--- src/rtl/dma_pcis_wrcombine_ctrl_pkg.sv ---
// Shared types for the PCIS DMA write-combining controller.
package dma_pcis_wrcombine_ctrl_pkg;
  localparam int WC_LINE_OFFSET_BITS = 6;
  localparam int WC_DATA_BYTES       = 64;
  localparam int WC_ADDR_WIDTH       = 64;

  typedef enum logic [1:0] {WC_IDLE, WC_ACCUM, WC_FLUSH} WrCombState;

  typedef struct packed {
    logic [WC_DATA_BYTES*8-1:0] data;
    logic [WC_ADDR_WIDTH-1:0]   addr;
    logic [WC_DATA_BYTES-1:0]   strb;
  } WrCombBeat;
endpackage

--- src/rtl/dma_pcis_wrcombine_ctrl_lane.sv ---
// One byte lane of the line buffer; written when its strobe is accepted, never reset.
module dma_pcis_wrcomb_lane (
  input  logic       clk,
  input  logic       we,
  input  logic [7:0] d,
  output logic [7:0] q
);
  always_ff @(posedge clk) begin
    if (we) q <= d;
  end
endmodule

--- src/rtl/dma_pcis_wrcombine_ctrl.sv ---
// Write-combining controller merging same-line PCIS beats into one masked line.
// Optional statistics counters: define DMA_PCIS_WRCOMB_STATS_EN.
//
// state    | meaning
// WC_IDLE  | no pending line, accepting the first beat of a new line
// WC_ACCUM | line partially filled, merging same-line beats, timer running
// WC_FLUSH | presenting the merged line until downstream grant
module dma_pcis_wrcombine_ctrl
  import dma_pcis_wrcombine_ctrl_pkg::*;
#(
  parameter int DATA_BYTES     = WC_DATA_BYTES,
  parameter int ADDR_WIDTH     = WC_ADDR_WIDTH,
  parameter int TIMEOUT_CYCLES = 16
) (
  input  logic                    clk,
  input  logic                    rst,
  input  logic [DATA_BYTES*8-1:0] packet_in,
  input  logic [ADDR_WIDTH-1:0]   addr_in,
  input  logic [DATA_BYTES-1:0]   wrstrb_in,
  input  logic                    packet_in_valid,
  output logic                    packet_in_grant,
  input  logic                    flush_req,
  output logic [DATA_BYTES*8-1:0] packet_out,
  output logic [ADDR_WIDTH-1:0]   addr_out,
  output logic [DATA_BYTES-1:0]   wrstrb_out,
  output logic                    packet_out_valid,
  input  logic                    packet_out_grant,
  output logic                    busy
`ifdef DMA_PCIS_WRCOMB_STATS_EN
  ,
  output logic [31:0]             stat_beats_in,
  output logic [31:0]             stat_lines_out,
  output logic [31:0]             stat_timeouts
`endif
);
  localparam int LINE_W = ADDR_WIDTH - WC_LINE_OFFSET_BITS;
  localparam logic [7:0] TO_LAST = 8'(TIMEOUT_CYCLES - 1);

  WrCombState            state;
  logic [DATA_BYTES-1:0] mask;
  logic [DATA_BYTES-1:0] mask_nxt;
  logic [DATA_BYTES-1:0] lane_we;
  logic [7:0]            timer;
  logic [LINE_W-1:0]     line_q;
  logic [LINE_W-1:0]     line_in;
  logic                  other_line;
  logic                  grant_c;
  logic                  accept;
  logic                  timeout_hit;
  logic                  unused_addr_lsbs;

  assign unused_addr_lsbs = ^addr_in[WC_LINE_OFFSET_BITS-1:0];

  always_comb begin
    line_in    = addr_in[ADDR_WIDTH-1:WC_LINE_OFFSET_BITS];
    other_line = packet_in_valid && (line_in != line_q);
    grant_c    = 1'b0;
    case (state)
      WC_IDLE:  grant_c = 1'b1;
      WC_ACCUM: grant_c = !flush_req && !other_line;
      default:  grant_c = 1'b0;
    endcase
  end

  // Grant is forced low while reset is held, even though IDLE would grant.
  assign packet_in_grant = grant_c & rst;
  assign accept          = packet_in_valid & packet_in_grant;
  assign lane_we         = accept ? wrstrb_in : '0;
  assign mask_nxt        = mask | wrstrb_in;
  // In ACCUM the only non-accepting, non-flushing case is an absent input beat.
  assign timeout_hit     = (state == WC_ACCUM) && !flush_req && !packet_in_valid &&
                           (timer == TO_LAST);

  always_ff @(posedge clk or negedge rst) begin
    if (!rst) begin
      state            <= WC_IDLE;
      mask             <= '0;
      timer            <= '0;
      line_q           <= '0;
      packet_out_valid <= 1'b0;
      busy             <= 1'b0;
    end else begin
      case (state)
        WC_IDLE: begin
          if (accept && (|wrstrb_in)) begin
            mask   <= wrstrb_in;
            line_q <= line_in;
            timer  <= '0;
            busy   <= 1'b1;
            if (&wrstrb_in) begin
              state            <= WC_FLUSH;
              packet_out_valid <= 1'b1;
            end else begin
              state <= WC_ACCUM;
            end
          end
        end
        WC_ACCUM: begin
          if (flush_req || other_line) begin
            state            <= WC_FLUSH;
            packet_out_valid <= 1'b1;
          end else if (accept) begin
            mask  <= mask_nxt;
            timer <= '0;
            if (&mask_nxt) begin
              state            <= WC_FLUSH;
              packet_out_valid <= 1'b1;
            end
          end else begin
            if (timer != 8'hFF) timer <= timer + 8'd1;
            if (timeout_hit) begin
              state            <= WC_FLUSH;
              packet_out_valid <= 1'b1;
            end
          end
        end
        WC_FLUSH: begin
          if (packet_out_grant) begin
            mask             <= '0;
            state            <= WC_IDLE;
            packet_out_valid <= 1'b0;
            busy             <= 1'b0;
          end
        end
        default: begin
          state            <= WC_IDLE;
          packet_out_valid <= 1'b0;
          busy             <= 1'b0;
        end
      endcase
    end
  end

  genvar i;
  for (i = 0; i < DATA_BYTES; i++) begin : g_lane
    logic [7:0] q;
    dma_pcis_wrcomb_lane u_lane (
      .clk (clk),
      .we  (lane_we[i]),
      .d   (packet_in[i*8 +: 8]),
      .q   (q)
    );
    assign packet_out[i*8 +: 8] = mask[i] ? q : 8'h00;
  end

  assign addr_out   = {line_q, {WC_LINE_OFFSET_BITS{1'b0}}};
  assign wrstrb_out = mask;

`ifdef DMA_PCIS_WRCOMB_STATS_EN
  always_ff @(posedge clk or negedge rst) begin
    if (!rst) begin
      stat_beats_in  <= '0;
      stat_lines_out <= '0;
      stat_timeouts  <= '0;
    end else begin
      if (accept && (|wrstrb_in))             stat_beats_in  <= stat_beats_in + 32'd1;
      if (packet_out_valid && packet_out_grant) stat_lines_out <= stat_lines_out + 32'd1;
      if (timeout_hit)                        stat_timeouts  <= stat_timeouts + 32'd1;
    end
  end
`endif
endmodule
--- config.mk ---
export PLATFORM = sky130hd
export DESIGN_NAME = dma_pcis_wrcombine_ctrl
export DESIGN_NICKNAME = d
export VERILOG_FILES = /design/src/rtl/dma_pcis_wrcombine_ctrl_pkg.sv /design/src/rtl/dma_pcis_wrcombine_ctrl_lane.sv /design/src/rtl/dma_pcis_wrcombine_ctrl.sv
export SDC_FILE = /design/constraint.sdc
export NUM_CORES = 1
export LEC_CHECK = 0
export BUFFER_PORTS_ARGS = -buffer_cell sky130_fd_sc_hd__buf_2
export CAP_MARGIN = 5
export CORE_AREA = 8 8 496 498
export DETAILED_ROUTE_END_ITERATION = 7
export DIE_AREA = 0 0 504 506
export PLACE_DENSITY_LB_ADDON = 0.05
export SLEW_MARGIN = 20
export SYNTH_ARGS = -nofsm -noshare
export SYNTH_HDL_FRONTEND = slang
export SYNTH_SLANG_ARGS = --single-unit
--- constraint.sdc ---
create_clock -name clk -period 2.8 [get_ports clk]
set_clock_uncertainty 0.15 [all_clocks]
set_input_delay 0.56 -clock clk [delete_from_list [all_inputs] [get_ports clk]]
set_output_delay 0.56 -clock clk [all_outputs]
set_load 0.005 [all_outputs]
==> results by group, run 1 <==
Clocking
  • Sink Count: 646
  • CTS tree: built
  • CTS root buf: clkbuf_16
  • Clock buffer depth: 3
  • TritonCTS buffer count: 98
  • Clk_lat worst skew: 730 ps
  • H-tree depth: 3
  • Clock Pin Slew Worst Setup and Hold Paths: 60 ps

Outcome
  • Failing checks: setup timing
  • Status: finished, violations left

Cells and area
  • Final core occ: 20.2%
  • FF/Latch Area: 18700 um^2
  • Area grow syn2layout: 88.5%
  • Nets@finish: 4535
  • Area of the multi-input gates: between 7000 and 8000 um^2
  • Share of cells above drive strength 1: 47.7%
  • Fill cells: 26267
  • Non-Filler Instances: 7189

Critical path
  • Worst R2R Start: line_q[49]
  • Critical path class: reg2out
  • CP required: roughly 2100 ps
  • Critical Path AT: 2870 ps
  • Worst Path Max Fanout: 2
  • Worst setup SP type: register
  • Worst reg-to-reg path cell count: 12
  • Worst Setup SP: line_q[49]
  • Worst setup EP type: primary output
  • Crit Reg-Reg Endpoint: g_lane[63].u_lane.q[7]
  • Reg2Reg Setup Slack: -410 ps

Placed design
  • Pre-CTS WS: -1240 ps
  • Routability-driven placement congestion ratio: 0.761
  • Placed cell count: 6378
  • Port Buffer Count: 1275
  • DP Wirelength: 167 mm

Hold path
  • Hold Path Depth: 3
  • Hold Crit Class: in2reg
  • Hold endpoint: wrstrb_out[16]
  • HP Start: wrstrb_in[16]

Detailed routing
  • Antenna Nets Post-Route: 0
  • Met1 wire length: 80.4 mm
  • DR iter-0 viols: 1040
  • DR pass1 iterations: 4
  • DRC: 0
  • Routed wire length: 202 mm
  • Wire per inst: 28.1 um
  • Top sig layer: met5
  • Vias: about 23000
  • Wire length on met3: between 15 and 20 mm
  • Routed vias/inst: 3.26
  • Detail Route met2 WL: just over 100 mm

Synth
  • Post-synth top area share: 60.2%
  • Cell taking the most area after synthesis: edfxtp_1
  • Synthesized area per cell: 15.5 um^2
  • Top post-synthesis cells by count: and2_1, edfxtp_1, dfrtp_1, and3_1, a22o_1
  • Seq cells post-synth: 646
  • Most numerous cell in the Yosys netlist: and2_1
  • Post-synthesis cell count: 1646
  • Ys flop type: edfxtp_1
  • Synth area leaders: edfxtp_1, dfrtp_1, and2_1
  • Seq/Total Area, Yosys: 73.3%
  • Post-synth EDFFs: slightly above 500
  • Synth cell types: 50
  • Netlist Area Pre-Place: 25600 um^2
  • Warnings, synthesis: 0
  • Ys async rst share: just over 20%

Power and ir drop
  • Combinational share of power: 38.6%
  • Power Total: 40800 uW
  • Sequential Power Share: 31.0%
  • Int Power: 26000 uW
  • NetSw: between 10000 and 15000 uW
  • Cell Pwr Density: 847 nW/um^2
  • Net Sw Frac: 36.3%
  • Clk pwr share: between 30% and 40%
  • VDD IR max: 460 uV
  • Lkg Pwr: around 0.020 uW

Timing
  • Setup-failing EPs final: 600
  • Setup WS post-layout: -775 ps
  • Relative slew slack: between 40% and 50%
  • Final Max Tran Viols: 0
  • Worst-Margin Slew: 766 ps
  • Final Critical Period: 3580 ps
  • RSZ-0062 raised after global routing: true
  • Max frequency: 280 MHz
  • Fin. Hold Viols: 0
  • Period utilisation layout: 128%
  • WHS: 101 ps

Global route
  • Total track usage: 15.2%
  • Antenna violations before repair: 99
  • Vias in the first global route: 26432
  • Gr ovfl total: 0
  • Global-route wire length before repair: 263 mm
  • Largest net degree at the start of global routing: 46

Floorplanning
  • DIE AREA: 255000 um^2
  • Starting Density: 10.7%
  • DIE HEIGHT: 506 um
  • Area of the core: 239000 um^2
  • I/O pins: 1288
  • Core Rows: 180
  • Die Width: 504 um

Flow run
  • Maxcap violations: 0
repair_timing:
action,CTS,global route
endpoints found under the hold margin,594,0
hold buffers,575,0
resized for setup,64,9
buffers inserted,13,3
endpoints found under the setup margin,654,588
pin swaps,47,11
cloned,6,1
layout make-up:
type | count | area share, %
Sequential cell | 646 | 38.9
Timing Repair Buffer | 2175 | 31.4
Clock inverter | 48 | 1.01
Inverter | 5 | 0.0390
Antenna cell | 34 | 0.177
Tap cell | 3185 | 8.27
Clock buffer | 137 | 5.58
Multi-Input combinational cell | 959 | 14.7
power by group through the flow:
stage          combinational [uW]  sequential [uW]  clock, uW
2_1_floorplan                4600            13100          0
3_3_place_gp                14900            12900          0
3_5_place_dp                14800            12800          0
4_1_cts                     16800            12700      13100
5_1_grt                     17300            12800      13400
6_report                    15800            12600      12400
flip-flops by register name, summed over array words and instances, names as in the netlist:
signal,cells
g_lane.u_lane.q,512
wrstrb_out,64
line_q,58
timer,8
state,2
busy,1
packet_out_valid,1
cells in the final DEF (no fill, tap or decap), types with 21 or more instances in the layout:
cell type      count
and3_4            65
and2_1           507
mux2_2            59
nand4_1           36
o22ai_1           31
buf_12            27
xnor2_1           55
dfrtp_1          133
diode_2           34
nor4_1            21
buf_4            274
clkbuf_1          31
edfxtp_1         512
buf_2           1274
clkbuf_16        100
a22o_1            60
dlygate4sd3_1    575
worst max-delay path by stage:
stage,endpoint,depth (start not counted)
floorplan,g_lane[11].u_lane.q[0],7
global placement,wrstrb_out[3],11
detailed placement,wrstrb_out[6],11
CTS,packet_in_grant,9
global route,packet_in_grant,9
finish,packet_in_grant,9
cell families after synthesis:
logic type / Yosys count / share of synthesized area [%]
XOR/XNOR: 58 / 1.99
other: 1 / 0.0147
multiplexers: 60 / 2.64
AO/OA/AOI/OAI: 140 / 4.20
adder cells (fa/ha/maj): 5 / 0.245
AND/OR/NAND/NOR: 690 / 16.7
flip-flops: 646 / 73.3
buffers and inverters: 46 / 0.969
routing by layer:
| layer | vias up | global-route usage, % |
|---|---|---|
| met1 | 11495 | 17.3 |
| li1 | 10624 | - |
| met5 | - | 0 |
| met3 | 227 | 6.12 |
| met2 | 998 | 27.3 |
| met4 | 68 | 2.39 |
critical path, cell delays in order, from the launching register on:
cell     delay, ps
dfrtp_1        400
xor2_2         220
or4_4          540
nor4_4         160
nand4_2        130
buf_6          150
buf_8          110
a21oi_1        110
o21a_1         180
buf_2          150
metrics by stage:
stage                     setup TNS [ps]  cell area (um^2)
after floorplan                   -24720             25900
after global placement           -437410             38700
after detailed placement         -451060             38700
after CTS                        -122600             48100
after global routing             -234550             48100
final                            -173830             48200
Power figures use the tool's default switching activity.
==> run 2, diff against run 1 <==
- BUFFER_PORTS_ARGS: -buffer_cell sky130_fd_sc_hd__buf_2 -> default
- CORE_AREA: 8 8 496 498 -> 8 8 497 499
- DIE_AREA: 0 0 504 506 -> 0 0 505 507
- DONT_BUFFER_PORTS: default -> 1
- PLACE_DENSITY_LB_ADDON: 0.05 -> 0.12
- SETUP_SLACK_MARGIN: default -> 0.1
==> run 2 against run 1 <==
Compared with the run above: the flow finishes with violations (hold timing, setup timing); register-to-register slack lost 100 ps; critical path depth is the same; utilization shrank 3.1 points; worst setup slack gained 130 ps; sequential share of layout area grew 7.0 points; final cell count shrank 19%; clock power shrank 9%; routed wire length shrank 3.7%; flip-flop and latch count is the same; combinational power shrank 18%; sequential power is essentially flat; worst hold slack lost 680 ps.
==> results by group, run 2 (same netlist as run 1, synthesis figures left out) <==
Outcome
  • Status: finished, violations left
  • Failing checks: hold timing, setup timing

Floorplanning
  • DIE AREA: 256000 um^2
  • Area of the core: 239000 um^2
  • Die Width: 505 um
  • Core Rows: 180
  • Starting Density: 10.7%
  • I/O pins: 1288
  • DIE HEIGHT: 507 um

Detailed routing
  • DRC: 0
  • Vias: 18971
  • Routed wire length: 195 mm
  • Wire per inst: approximately 34 um
  • Antenna Nets Post-Route: 0
  • DR pass1 iterations: 4
  • Routed vias/inst: roughly 3.3
  • DR iter-0 viols: about 1200

Critical path
  • Critical path class: reg2out
  • Worst setup SP type: register
  • Worst R2R Start: line_q[17]
  • Worst setup EP type: primary output
  • CP cell instances: xnor2_1, nand4_1, buf_4, nor4_4, nand4_4, buf_6, a21oi_4, o21a_1, buf_12
  • Max incr delay on CP: 390 ps
  • Critical Path AT: roughly 2700 ps
  • CP top delay family: simple AND/OR/NAND/NOR gates
  • Crit Reg-Reg Endpoint: g_lane[8].u_lane.q[7]
  • Worst Path Max Fanout: 2
  • Worst reg-to-reg path cell count: 13
  • CP max-delay cell: dfrtp_1
  • Reg2Reg Setup Slack: -510 ps
  • Worst Setup SP: line_q[17]
  • Critical path buffer and inverter count: 3
  • CP required: 2090 ps

Cells and area
  • Most frequent cells in the layout: dlygate4sd3_1, and2_1, edfxtp_1, buf_4, dfrtp_1
  • Most common cell after layout, fill and taps aside: dlygate4sd3_1
  • Share of cells above drive strength 1: 18.0%
  • Area grow syn2layout: 59.8%
  • Non-Filler Instances: a little under 6000
  • Largest reg by FF count: g_lane.u_lane.q
  • Nets@finish: 3183
  • Max reg flops: 512

Power and ir drop
  • Clk pwr share: 30.6%
  • Sequential Power Share: 34.2%
  • Cell Pwr Density: 902 nW/um^2
  • NetSw: roughly 13000 uW
  • Net Sw Frac: 36.0%
  • Lkg Pwr: 0.0141 uW
  • VDD IR max: approximately 550 uV
  • Int Power: around 24000 uW
  • Combinational share of power: approximately a third

Timing
  • Max frequency: 290 MHz
  • Period utilisation layout: 123%
  • Fin. Hold Viols: about 130
  • Final Max Tran Viols: 0
  • Worst-Margin Slew: 1020 ps
  • Final Critical Period: 3450 ps
  • Relative slew slack: 31.7%
  • Setup TNS: -208050 ps
  • Setup WS post-layout: -646 ps
  • RSZ-0062 raised after global routing: true
  • Setup-failing EPs final: 570
  • WHS: -575 ps

Clocking
  • Clk_lat worst skew: 700 ps
  • CTS tree: built
  • CTS root buf: clkbuf_16
  • Sink Count: 646
  • Clock buffer depth: 3
  • H-tree depth: 3
  • Clock Pin Slew Worst Setup and Hold Paths: 50 ps
  • TritonCTS buffer count: 84

Global route
  • Global-route wire length before repair: 243 mm
  • Vias in the first global route: about 21000
  • Total track usage: 14.6%
  • Gr ovfl total: 0
  • Largest net degree at the start of global routing: approximately 140
  • Antenna violations before repair: 75

Placed design
  • Pre-CTS WS: -496 ps
  • Placed cell count: approximately 5000
  • Port Buffer Count: 0
  • Routability-driven placement congestion ratio: ~0.85
  • DP Wirelength: 152 mm

Hold path
  • Hold Crit Class: in2async

Flow run
  • Maxcap violations: 0
[run 2: changes by cell type in the layout (fill, tap and decap cells not counted), moves of 6 or more]
cell / delta
dlygate4sd3_1: +61
and2_2: -6
buf_6: -12
buf_2: -1274
buf_4: -98
clkbuf_16: -14
clkbuf_1: -20
buf_12: -11
diode_2: -12
clkbuf_8: -8
and2_1: +7
bufinv_16: +7
[run 2: power by group through the flow]
stage / sequential (uW) / clock, uW / combinational (uW)
after floorplan: 13100 / 0 / 4680
after global placement: 12800 / 0 / 11800
after detailed placement: 12800 / 0 / 11800
after CTS: 12600 / 11800 / 13600
after global routing: 12700 / 12000 / 14000
final: 12600 / 11300 / 13000
[run 2: metrics by stage]
step	area [um^2]	power [uW]	util, %
floorplan	26000	17800	-
global placement	31200	24600	13.0
detailed placement	31200	24600	13.0
CTS	40700	37900	17.0
global route	40800	38800	17.1
finish	40800	36800	17.1
[run 2: final cells by class]
type	count	area, um^2
Timing Repair Buffer	837	8220
Inverter	5	18.8
Tap cell	3185	3990
Multi-Input combinational cell	959	7040
Sequential cell	646	18700
Fill cell	26261	198000
Clock inverter	58	603
Clock buffer	97	2190
Antenna cell	22	55.1
[run 2: repair_timing]
item	CTS	global route
hold endpoints to repair	1065	142
pin swaps	19	4
buffers inserted	8	6
hold buffers	635	1
gates cloned	4	0
resized for setup	20	4
setup endpoints to repair	590	594
[run 2: layer usage]
layer	share of wire (%)	GRT usage, %
met1	34	14.9
met2	53	27.7
met3	10	6.22
met4	2.1	2.85
met5	0.087	0
[run 2: worst max path at each step]
stage	to	slack, ps	cells after the start
final	packet_in_grant	-650	9
after global routing	packet_in_grant	-840	9
after CTS	packet_in_grant	-870	8
after global placement	g_lane[1].u_lane.q[0]	-550	10
after detailed placement	g_lane[1].u_lane.q[0]	-500	10
after floorplan	g_lane[11].u_lane.q[0]	-50	7
==> run 3, diff against run 2 <==
- REMOVE_ABC_BUFFERS: default -> 1
==> run 3 against run 2 <==
Compared with the run above: sequential power barely moved; clock power up 5%; non-clock buffer count increased by 63; utilization is 0.54 points higher; worst hold slack worse by 25 ps; global-route usage increased by 0.31 points; flip-flop and latch count did not move; largest power group unchanged; clock-buffer cell count is 17 higher; fmax increased by 1.2%; the flow still finishes with violations (hold timing, setup timing).
==> results by group, run 3 (same netlist as run 1, synthesis figures left out) <==
Placed design
  • Routability-driven placement congestion ratio: 0.854
  • Placed cell area: approximately 32000 um^2
  • Port Buffer Count: 0
  • DP Wirelength: roughly 160 mm

Global route
  • Antenna violations before repair: 90
  • Total track usage: between 10% and 20%
  • Vias in the first global route: 20605
  • Gr ovfl total: 0
  • Largest net degree at the start of global routing: 139
  • Global-route wire length before repair: 248 mm

Detailed routing
  • DR pass1 iterations: 6
  • DR iter-0 viols: 1337
  • Routed wire length: 200 mm
  • DRC: 0
  • Antenna Nets Post-Route: 0
  • Routed vias/inst: 3.24
  • Vias: 19149
  • Wire per inst: approximately 34 um

Timing
  • Period utilisation layout: 122%
  • WHS: -600 ps
  • Worst-Margin Slew: 858 ps
  • Setup TNS: -163200 ps
  • Setup-failing EPs final: 570
  • Final Critical Period: 3400 ps
  • Relative slew slack: 42.3%
  • RSZ-0062 raised after global routing: true
  • Max frequency: ~290 MHz
  • Final Max Tran Viols: 0
  • Fin. Hold Viols: roughly 130
  • Setup WS post-layout: -604 ps

Cells and area
  • Max reg flops: 512
  • Area of the multi-input gates: 6960 um^2
  • FF/Latch Area: 18700 um^2
  • Share of cells above drive strength 1: 20.0%
  • Most frequent cells in the layout: dlygate4sd3_1, edfxtp_1, and2_1, buf_4, dfrtp_1
  • Nets@finish: 3250
  • Area grow syn2layout: 64.8%
  • Largest reg by FF count: g_lane.u_lane.q
  • Most common cell after layout, fill and taps aside: dlygate4sd3_1
  • Final core occ: between 15 and 20%
  • Fill cells: 26101
  • Design Area, Final: 42100 um^2

Clocking
  • CTS tree: built
  • CTS root buf: clkbuf_16
  • Clock Pin Slew Worst Setup and Hold Paths: around 60 ps
  • H-tree depth: 3
  • Clock buffer depth: 3
  • TritonCTS buffer count: 88
  • Cts hold-fix bufs: around 640
  • Sink Count: approximately 650
  • Clk_lat worst skew: ~700 ps

Critical path
  • CP max-delay cell: or4_4
  • Critical path buffer and inverter count: 2
  • Max incr delay on CP: 590 ps
  • Critical Path AT: 2690 ps
  • CP required: 2090 ps
  • Worst Path Max Fanout: 2
  • CP cell instances: xor2_1, or4_4, nor4_4, nand4_2, buf_6, a21oi_2, o21a_1, buf_12
  • CP top delay family: simple AND/OR/NAND/NOR gates
  • Critical path class: reg2out
  • Worst setup EP type: primary output
  • Worst setup SP type: register

Floorplanning
  • I/O pins: roughly 1300
  • Starting Density: 10.7%
  • Core Rows: 180
  • DIE AREA: 256000 um^2
  • Die Width: 505 um
  • DIE HEIGHT: 507 um
  • Area of the core: 239000 um^2

Power and ir drop
  • VDD IR max: 498 uV
  • Lkg Pwr: 0.0147 uW
  • Cell Pwr Density: 897 nW/um^2

Outcome
  • Failing checks: hold timing, setup timing
  • Status: finished, violations left

Hold path
  • Hold Crit Class: in2async

Flow run
  • Maxcap violations: 0
## run 3: metal layers
| metal | track usage, % | share of wire (%) | vias to the layer above |
|---|---|---|---|
| met5 | 0 | 0.086 | - |
| met3 | 7.38 | 11 | 232 |
| met4 | 3.99 | 2.6 | 26 |
| met2 | 26.3 | 50 | 1201 |
| met1 | 15.7 | 36 | 9615 |
| li1 | - | - | 8075 |
## run 3: path summary, 6_finish.rpt
kind	depth (start not counted)	startpoint	end	slack, ps
worst max-delay path	8	line_q[0]	packet_in_grant	-600
worst min-delay path	0	rst	line_q[27]	-600
worst max register to register	12	line_q[0]	g_lane[17].u_lane.q[4]	-420
worst min register to register	1	timer[0]	timer[0]	370
max in group asynchronous	0	rst	wrstrb_out[15]	2670
min in group clk	2	wrstrb_in[7]	g_lane[7].u_lane.q[5]	110
## run 3: repair_timing
action                                  CTS  global route
endpoints found under the setup margin  606           594
pin swaps                                 7             7
cloned                                    3             5
setup buffers                             9             2
gates resized for setup                  58            74
endpoints found under the hold margin   772           134
## run 3: stage by stage
stage                     hold WS, ps  setup WS [ps]  std cells  power, uW
after floorplan                   114          -2230       1610      17200
after CTS                        -705           -754       5848      38400
after global placement            122           -755       5041      24500
after detailed placement          121           -755       5041      24600
final                            -600           -604       5906      37800
after global routing             -687           -782       5886      39800
## run 3: final cells by class
type                            instances  share of cell area (%)
Clock buffer                          114                    5.79
Inverter                                5                  0.0446
Clock inverter                         46                    1.36
Sequential cell                       646                    44.5
Tap cell                             3185                    9.46
Antenna cell                           51                   0.303
Timing Repair Buffer                  900                    22.1
Multi-Input combinational cell        959                    16.5
## run 3: report_power, final
group / internal [uW] / switching [uW]
registers: 11800 / 822
logic: 5420 / 7860
clock network: 7250 / 4650
